[config.mk]
export PLATFORM = sky130hd
export DESIGN_NAME = dhs_apb_mst_arbiter
export DESIGN_NICKNAME = d
export VERILOG_FILES = /design/src/rtl/dhs_apb_mst_arbiter.sv
export SDC_FILE = /design/constraint.sdc
export NUM_CORES = 1
export LEC_CHECK = 0
export ABC_AREA = 0
export CAP_MARGIN = 5
export CORE_MARGIN = 10
export CORE_UTILIZATION = 43
export DETAILED_ROUTE_END_ITERATION = 7
export PLACE_DENSITY = 0.87
export SLEW_MARGIN = 20
export SYNTH_ARGS = -nofsm -noshare
export SYNTH_HDL_FRONTEND = slang
export SYNTH_SLANG_ARGS = --single-unit
[constraint.sdc]
create_clock -name clk_i -period 3.9 [get_ports clk_i]
set_clock_uncertainty 0.2 [all_clocks]
set_input_delay 0.78 -clock clk_i [delete_from_list [all_inputs] [get_ports clk_i]]
set_output_delay 0.78 -clock clk_i [all_outputs]
set_load 0.005 [all_outputs]
[src/rtl/dhs_apb_mst_arbiter.sv]
// dhs_apb_mst_arbiter
//   Shares one APB master port between NUM_REQ requesters using round-robin
//   arbitration. Each requester presents one command over valid/ready. The
//   winner is run through APB SETUP/ACCESS, and the requester gets a one-cycle
//   response pulse carrying the read data and the error flag.
//
// Ports
//   clk_i, srst_i          clock, synchronous active-high reset
//   req_valid_i/ready_o    per-requester command handshake (ready only in IDLE)
//   req_write/addr/wdata/strb_i  packed per-requester command payloads
//   rsp_valid_o            one-cycle response pulse to the granted requester
//   rsp_rdata_o, rsp_err_o shared response payload, zero when no pulse
//   psel/penable/pwrite/paddr/pwdata/pstrb_o, pready/pslverr/prdata_i  APB
//
// Build option
//   DHS_APB_ARB_TIMEOUT_EN  ends ACCESS after TIMEOUT_CYC wait cycles and
//                           returns err=1, rdata=0.
module dhs_apb_mst_arbiter #(
  parameter int unsigned NUM_REQ     = 2,
  parameter int unsigned ADDR_W      = 32,
  parameter int unsigned DATA_W      = 32,
  parameter int unsigned TIMEOUT_CYC = 256
) (
  input  logic                          clk_i,
  input  logic                          srst_i,
  input  logic [NUM_REQ-1:0]            req_valid_i,
  output logic [NUM_REQ-1:0]            req_ready_o,
  input  logic [NUM_REQ-1:0]            req_write_i,
  input  logic [NUM_REQ*ADDR_W-1:0]     req_addr_i,
  input  logic [NUM_REQ*DATA_W-1:0]     req_wdata_i,
  input  logic [NUM_REQ*DATA_W/8-1:0]   req_strb_i,
  output logic [NUM_REQ-1:0]            rsp_valid_o,
  output logic [DATA_W-1:0]             rsp_rdata_o,
  output logic                          rsp_err_o,
  output logic                          psel_o,
  output logic                          penable_o,
  output logic                          pwrite_o,
  output logic [ADDR_W-1:0]             paddr_o,
  output logic [DATA_W-1:0]             pwdata_o,
  output logic [DATA_W/8-1:0]           pstrb_o,
  input  logic                          pready_i,
  input  logic                          pslverr_i,
  input  logic [DATA_W-1:0]             prdata_i
);

  localparam int unsigned STRB_W = DATA_W / 8;
  localparam int unsigned PTR_W  = (NUM_REQ > 1) ? $clog2(NUM_REQ) : 1;

  typedef enum logic [1:0] {IDLE, SETUP, ACCESS, RESP} state_e;

  state_e              state_q, state_d;
  logic [PTR_W-1:0]    ptr_q, ptr_d;
  logic [PTR_W-1:0]    gnt_q, gnt_d;
  logic                wr_q, wr_d;
  logic [ADDR_W-1:0]   addr_q, addr_d;
  logic [DATA_W-1:0]   wdata_q, wdata_d;
  logic [STRB_W-1:0]   strb_q, strb_d;
  logic [DATA_W-1:0]   rdata_q, rdata_d;
  logic                err_q, err_d;

`ifdef DHS_APB_ARB_TIMEOUT_EN
  localparam int unsigned CNT_W = $clog2(TIMEOUT_CYC + 1);
  logic [CNT_W-1:0]    cnt_q, cnt_d;
`endif

  logic                gnt_found;
  logic [PTR_W-1:0]    gnt_idx;

  // Round-robin search: first valid requester at or after the pointer.
  always_comb begin
    int unsigned idx;
    gnt_found = 1'b0;
    gnt_idx   = '0;
    idx       = 0;
    for (int unsigned i = 0; i < NUM_REQ; i++) begin
      idx = 32'(ptr_q) + i;
      if (idx >= NUM_REQ) idx = idx - NUM_REQ;
      if (!gnt_found && req_valid_i[PTR_W'(idx)]) begin
        gnt_found = 1'b1;
        gnt_idx   = PTR_W'(idx);
      end
    end
  end

  always_comb begin
    state_d     = state_q;
    ptr_d       = ptr_q;
    gnt_d       = gnt_q;
    wr_d        = wr_q;
    addr_d      = addr_q;
    wdata_d     = wdata_q;
    strb_d      = strb_q;
    rdata_d     = rdata_q;
    err_d       = err_q;
`ifdef DHS_APB_ARB_TIMEOUT_EN
    cnt_d       = cnt_q;
`endif
    req_ready_o = '0;
    rsp_valid_o = '0;
    rsp_rdata_o = '0;
    rsp_err_o   = 1'b0;
    psel_o      = 1'b0;
    penable_o   = 1'b0;
    pwrite_o    = 1'b0;
    paddr_o     = '0;
    pwdata_o    = '0;
    pstrb_o     = '0;

    unique case (state_q)
      IDLE: begin
        // Ready is held off during reset so every output reads zero.
        if (gnt_found && !srst_i) begin
          req_ready_o[gnt_idx] = 1'b1;
          gnt_d   = gnt_idx;
          wr_d    = req_write_i[gnt_idx];
          addr_d  = req_addr_i[gnt_idx*ADDR_W +: ADDR_W];
          wdata_d = req_wdata_i[gnt_idx*DATA_W +: DATA_W];
          strb_d  = req_write_i[gnt_idx] ? req_strb_i[gnt_idx*STRB_W +: STRB_W] : '0;
          state_d = SETUP;
        end
      end
      SETUP: begin
        psel_o   = 1'b1;
        pwrite_o = wr_q;
        paddr_o  = addr_q;
        pwdata_o = wdata_q;
        pstrb_o  = strb_q;
`ifdef DHS_APB_ARB_TIMEOUT_EN
        cnt_d    = '0;
`endif
        state_d  = ACCESS;
      end
      ACCESS: begin
        psel_o    = 1'b1;
        penable_o = 1'b1;
        pwrite_o  = wr_q;
        paddr_o   = addr_q;
        pwdata_o  = wdata_q;
        pstrb_o   = strb_q;
        if (pready_i) begin
          rdata_d = wr_q ? '0 : prdata_i;
          err_d   = pslverr_i;
          state_d = RESP;
        end
`ifdef DHS_APB_ARB_TIMEOUT_EN
        else begin
          cnt_d = cnt_q + 1'b1;
          if (cnt_q == CNT_W'(TIMEOUT_CYC - 1)) begin
            rdata_d = '0;
            err_d   = 1'b1;
            state_d = RESP;
          end
        end
`endif
      end
      RESP: begin
        rsp_valid_o[gnt_q] = 1'b1;
        rsp_rdata_o        = rdata_q;
        rsp_err_o          = err_q;
        ptr_d   = (32'(gnt_q) == NUM_REQ - 1) ? '0 : gnt_q + 1'b1;
        state_d = IDLE;
      end
      default: state_d = IDLE;
    endcase
  end

  always_ff @(posedge clk_i) begin
    if (srst_i) begin
      state_q <= IDLE;
      ptr_q   <= '0;
      gnt_q   <= '0;
      wr_q    <= 1'b0;
      addr_q  <= '0;
      wdata_q <= '0;
      strb_q  <= '0;
      rdata_q <= '0;
      err_q   <= 1'b0;
`ifdef DHS_APB_ARB_TIMEOUT_EN
      cnt_q   <= '0;
`endif
    end else begin
      state_q <= state_d;
      ptr_q   <= ptr_d;
      gnt_q   <= gnt_d;
      wr_q    <= wr_d;
      addr_q  <= addr_d;
      wdata_q <= wdata_d;
      strb_q  <= strb_d;
      rdata_q <= rdata_d;
      err_q   <= err_d;
`ifdef DHS_APB_ARB_TIMEOUT_EN
      cnt_q   <= cnt_d;
`endif
    end
  end

endmodule

## Word level (Yosys, flattened, before mapping)

Cells that the tools add are included.

- Bits in registers: 106
- Bits of input ports: 176
- Output and inout port bits: 108
- Word-level logic and storage cells: 73

- Add/sub/neg operators: 4
- $lt $le $gt $ge: 8
- Equality and inequality tests: 5
- Shift operators: 3
- Muxes and demuxes: 33
- Reduce and logical (&&, ||, !) cells: 11

Operator list:

| kind | number |
|---|---|
| 2-to-1 mux 32 bit | 4 |
| indexed part select 64 x 7 -> 32 bit | 2 |
| 2-to-1 mux 1 bit | 19 |
| 2-to-1 mux 2 bit | 5 |
| < comparator 1 x 2 -> 1 bit (second input constant) | 4 |
| 2-to-1 mux 4 bit | 2 |
| one-hot mux 2 bit (4 select lines) | 1 |
| indexed part select 8 x 4 -> 4 bit | 1 |
| AND reduction 2 bit | 3 |
| equality test 2 bit (second input constant) | 2 |
| logical AND 1 bit | 4 |
| inequality test 2 bit (second input constant) | 2 |
| adder 1 x 1 -> 2 bit (second input constant) | 1 |
| demux 1 bit (select 1 bit) | 2 |
| equality test 2 x 1 -> 1 bit (second input constant) | 1 |
| greater-or-equal comparator 1 bit (second input constant) | 2 |
| greater-or-equal comparator 1 x 2 -> 1 bit (second input constant) | 1 |
| greater-or-equal comparator 2 bit (second input constant) | 1 |
| zero test 1 bit | 2 |
| zero test 2 bit | 1 |
| OR reduction 2 bit | 1 |
| subtractor 1 bit (second input constant) | 2 |
| adder 1 bit (second input constant) | 1 |

## Longest topological paths before layout

- Depth after elaboration: 14
- Gate-level depth with buffers: 7
- Mapped depth without buffers: 5

## Worst setup path after synthesis

OpenSTA, ideal clock, no wires.

- Path kind: input port to output port
- Start point: in srst_i
- End point: out req_ready_o[0]
- Arrival time: 1427 ps
- Path slack: 1493 ps
- Stages: 5
- Buffers on the path: 2
- Path through: inv_1 buf_2 clkbuf_1 nand2_1 a21oi_1

- Word-level cells in the longest chain between the ends: 4

RTL lines:

| element | line | text |
|---|---|---|
| start: declaration | 25 | `input logic srst_i,` |
| zero test 1 bit | 112 | `if (gnt_found && !srst_i) begin` |
| logical AND 1 bit | 112 |  |
| 2-to-1 mux 2 bit | 112 |  |
| 2-to-1 mux 2 bit | 109 | `unique case (state_q)` |
| end: declaration | 27 | `output logic [NUM_REQ-1:0] req_ready_o,` |

No other way between the ends.

## Worst setup path in the final report

- Start point: reg state_q[1]
- End point: out pwdata_o[23]

- Word-level cells in the longest chain between the ends: 3
- Elaborated cells between the ends (all ways): 4
- Those cells by class: eq/ne (2); mux (1); reduce/logical (1)

RTL lines:

| element | line | text |
|---|---|---|
| start: declaration | 51 | `state_e state_q, state_d;` |
| start signal: assignment | 182 | `state_q <= state_d;` |
| equality test 2 bit / equality test 2 x 1 -> 1 bit (equally long branches) | 109 |  |
| OR reduction 2 bit (no source line) * | n/a |  |
| 2-to-1 mux 32 bit * | 109 |  |
| end: declaration | 39 | `output logic [DATA_W-1:0] pwdata_o,` |

Every way passes the cells marked *; elsewhere a longest branch is shown, timed or not.

==> reports/qor.txt <==
outcome -> completed
Max FO, Critical Path -> 49
Critical Path Max Stage Delay -> 0.61 ns
Die ar. -> 17440 um^2
H-tree depth -> 3
Yosys top cell by area -> dfxtp_1
# setup viols final -> 0
Port-buffer cells -> 283
share of cells above drive strength 1 -> 4.399%
WP data arrival -> 2.41 ns
register area -> 2122 um^2
syn_nets -> 875
peak supply drop -> 0.3876 mV
Setup Fix Bufs, Post-CTS -> 0
GRT Resource Usage Total -> 23.33%
wire length per cell -> 19.99 um
Fin Setup TNS -> 0 ns
Fmax achieved -> 295.2 MHz
Final Non-Filler Cells -> 1100
Post-synth EDFFs -> 0
vias in the first global route -> 6043
number of library cell types mapped by synthesis -> 29
Fillers -> 959
Fin. Hold Viols -> 0
IO Count -> 284
dpl hpwl -> 15300 um
Tmin final -> 3.388 ns
gp weighted congestion -> 0.8081
crit path kind -> reg -> out
post-synthesis sequential area ratio -> 39.30%
TritonRoute pass-1 iters -> 5
pin count of the biggest net entering global routing -> 72
PnR worst setup slack -> 0.5121 ns
post-synth top area share -> 39.30%
DR iter-0 viols -> 454
total grt overflow -> 0
Ys Warns -> 0
startpoint types -> flip-flop
R2R Setup Slk -> 1.76 ns
area of the multi-input gates -> 2898 um^2
Die X -> 132.1 um
final instance area -> 8504 um^2
Starting Density -> 44.39%
Avg Cell Area, Syn -> 7.768 um^2
asr flop ratio synth -> 0%
final WL -> 21980 um
Core ar. -> 12160 um^2
Placed Cells -> 1084
antenna cells -> 0
num rows -> 40
ys flop type -> dfxtp_1
Worst Setup End Kind -> primary output
Yosys reg bits -> 106
max-slew violations -> 0
crit share post-route -> 86.87%
Clock transition at path regs -> 0.07 ns
pwr/cell area -> 555.0 nW/um^2
Area contributors post-synth -> dfxtp_1, and2_1, o21ai_0, a31oi_1, nand3_1
initial antenna violation count -> 0
Post-DRT Antenna Nets -> 0
synthesized netlist cell count -> 695
CTS buffer count -> 9
worst-margin pin slew -> 0.7208 ns
WP data required -> 2.92 ns
DRC errors left -> 0
first-pass GRT wire length -> 33400 um
Clock Latency Late Sink -> 0.34 ns
worst hold slack -> 0.2491 ns
worst-case clock buffer depth -> 2
commonest non-fill, non-tap cells in the layout -> clkdlybuf4s50_1, o21ai_0, dfxtp_1, and2_1, a31oi_1
worst hold path type -> reg -> reg
Post-CTS Resized -> 0
area post-placement -> 8240 um^2
Synth-to-Final Area Change -> 57.52%
# clock sinks -> 106
# nets final -> 1107
CTS root buffer -> clkbuf_16
critical path cell sequence -> inv_1 -> ha_2 -> buf_12 -> and2_1 -> clkdlybuf4s50_1
RSZ-0062 raised after global routing -> false
via-per-instance ratio -> 5.700
max cap viols -> 0
Leakage Power -> 2.973 nW
slowest library cell on the worst path -> ha_2
TritonCTS clock tree -> yes
Placement Setup Slack -> 0.6530 ns
via count -> 6270
commonest non-fill, non-tap cell in the layout -> clkdlybuf4s50_1
Chip Height -> 132.1 um
area of the mapped netlist -> 5399 um^2
# hold bufs at CTS -> 0
Slew HR -> 51.94%
==> per-layer routing <==
| metal | track usage [%] | up-vias | wire length, um | share of wire (%) |
|---|---|---|---|---|
| li1 | - | 2957 | - | - |
| met1 | 26.92 | 2951 | 8560 | 39 |
| met2 | 37.37 | 322 | 10170 | 46 |
| met3 | 9.909 | 40 | 2577 | 12 |
| met4 | 9.085 | 0 | 675 | 3.1 |
| met5 | 0 | - | 0 | 0 |
==> power breakdown <==
group	internal, W	switching, W	leakage [nW]
combinational	0.00116	0.00117	1.97
sequential	0.00140	0.000153	0.875
clock	0.000432	0.000403	0.129
==> cell usage after synthesis, types with 2 or more instances <==
cell and count:
nand2_1 37, a31oi_1 69, buf_6 2, ha_1 4, nand4_1 5, nor2b_1 2, o21ai_1 19, nand4b_1 32
buf_2 31, a21oi_1 35, clkbuf_1 42, nand3_1 66, dfxtp_1 106, clkbuf_2 2, and2_1 103, o211ai_1 4
buf_4 3, a211oi_1 2, o21a_1 2, o21ai_0 116, inv_1 5
==> final timing paths <==
check	start	to	cells after the start
max	state_q[1]$_SDFFE_PP0P_	pwdata_o[23]	5
min	rdata_q[22]$_SDFFE_PP0P_	rdata_q[22]$_SDFFE_PP0P_	2
max reg2reg	state_q[0]$_SDFFE_PP0P_	addr_q[3]$_SDFFE_PP0P_	6
min reg2reg	rdata_q[22]$_SDFFE_PP0P_	rdata_q[22]$_SDFFE_PP0P_	2
==> cell families after synthesis <==
group,Yosys count,synth area share [%]
adder cells (fa/ha/maj),4,0.9270
AO/OA/AOI/OAI,250,25.33
buffers and inverters,86,7.231
flip-flops,106,39.30
AND/OR/NAND/NOR,248,27.02
multiplexers,1,0.1854
==> state kept, by name, indices dropped and copies added, names as in the netlist <==
register  flops
ptr_q         1
state_q       2
err_q         1
addr_q       32
gnt_q         1
rdata_q      32
wr_q          1
wdata_q      32
strb_q        4
==> layout make-up <==
type | instances | share of cell area (%)
clock inverter | 5 | 0.3678
timing repair buffer | 301 | 35.13
tap | 168 | 2.472
multi-input combinational | 503 | 34.07
clock buffer | 11 | 2.736
inverter | 6 | 0.2648
sequential | 106 | 24.95
==> critical path, delay by kind of cell (launching register included) <==
kind / cells / cell delay [ns]
adders and majority gates: 1 / 0.61
DFF: 1 / 0.38
buffers and inverters: 3 / 0.89
and+or+nand+nor: 1 / 0.17
==> metrics by stage <==
| stage | power, W | utilization, % |
|---|---|---|
| 6_report | 0.004720 | 69.93 |
| 3_5_place_dp | 0.003899 | 67.76 |
| 5_1_grt | 0.005010 | 69.93 |
| 2_1_floorplan | 0.002681 | - |
| 4_1_cts | 0.004742 | 69.93 |
| 3_3_place_gp | 0.003867 | 67.76 |
No activity file was read; power rests on OpenSTA's default activity.
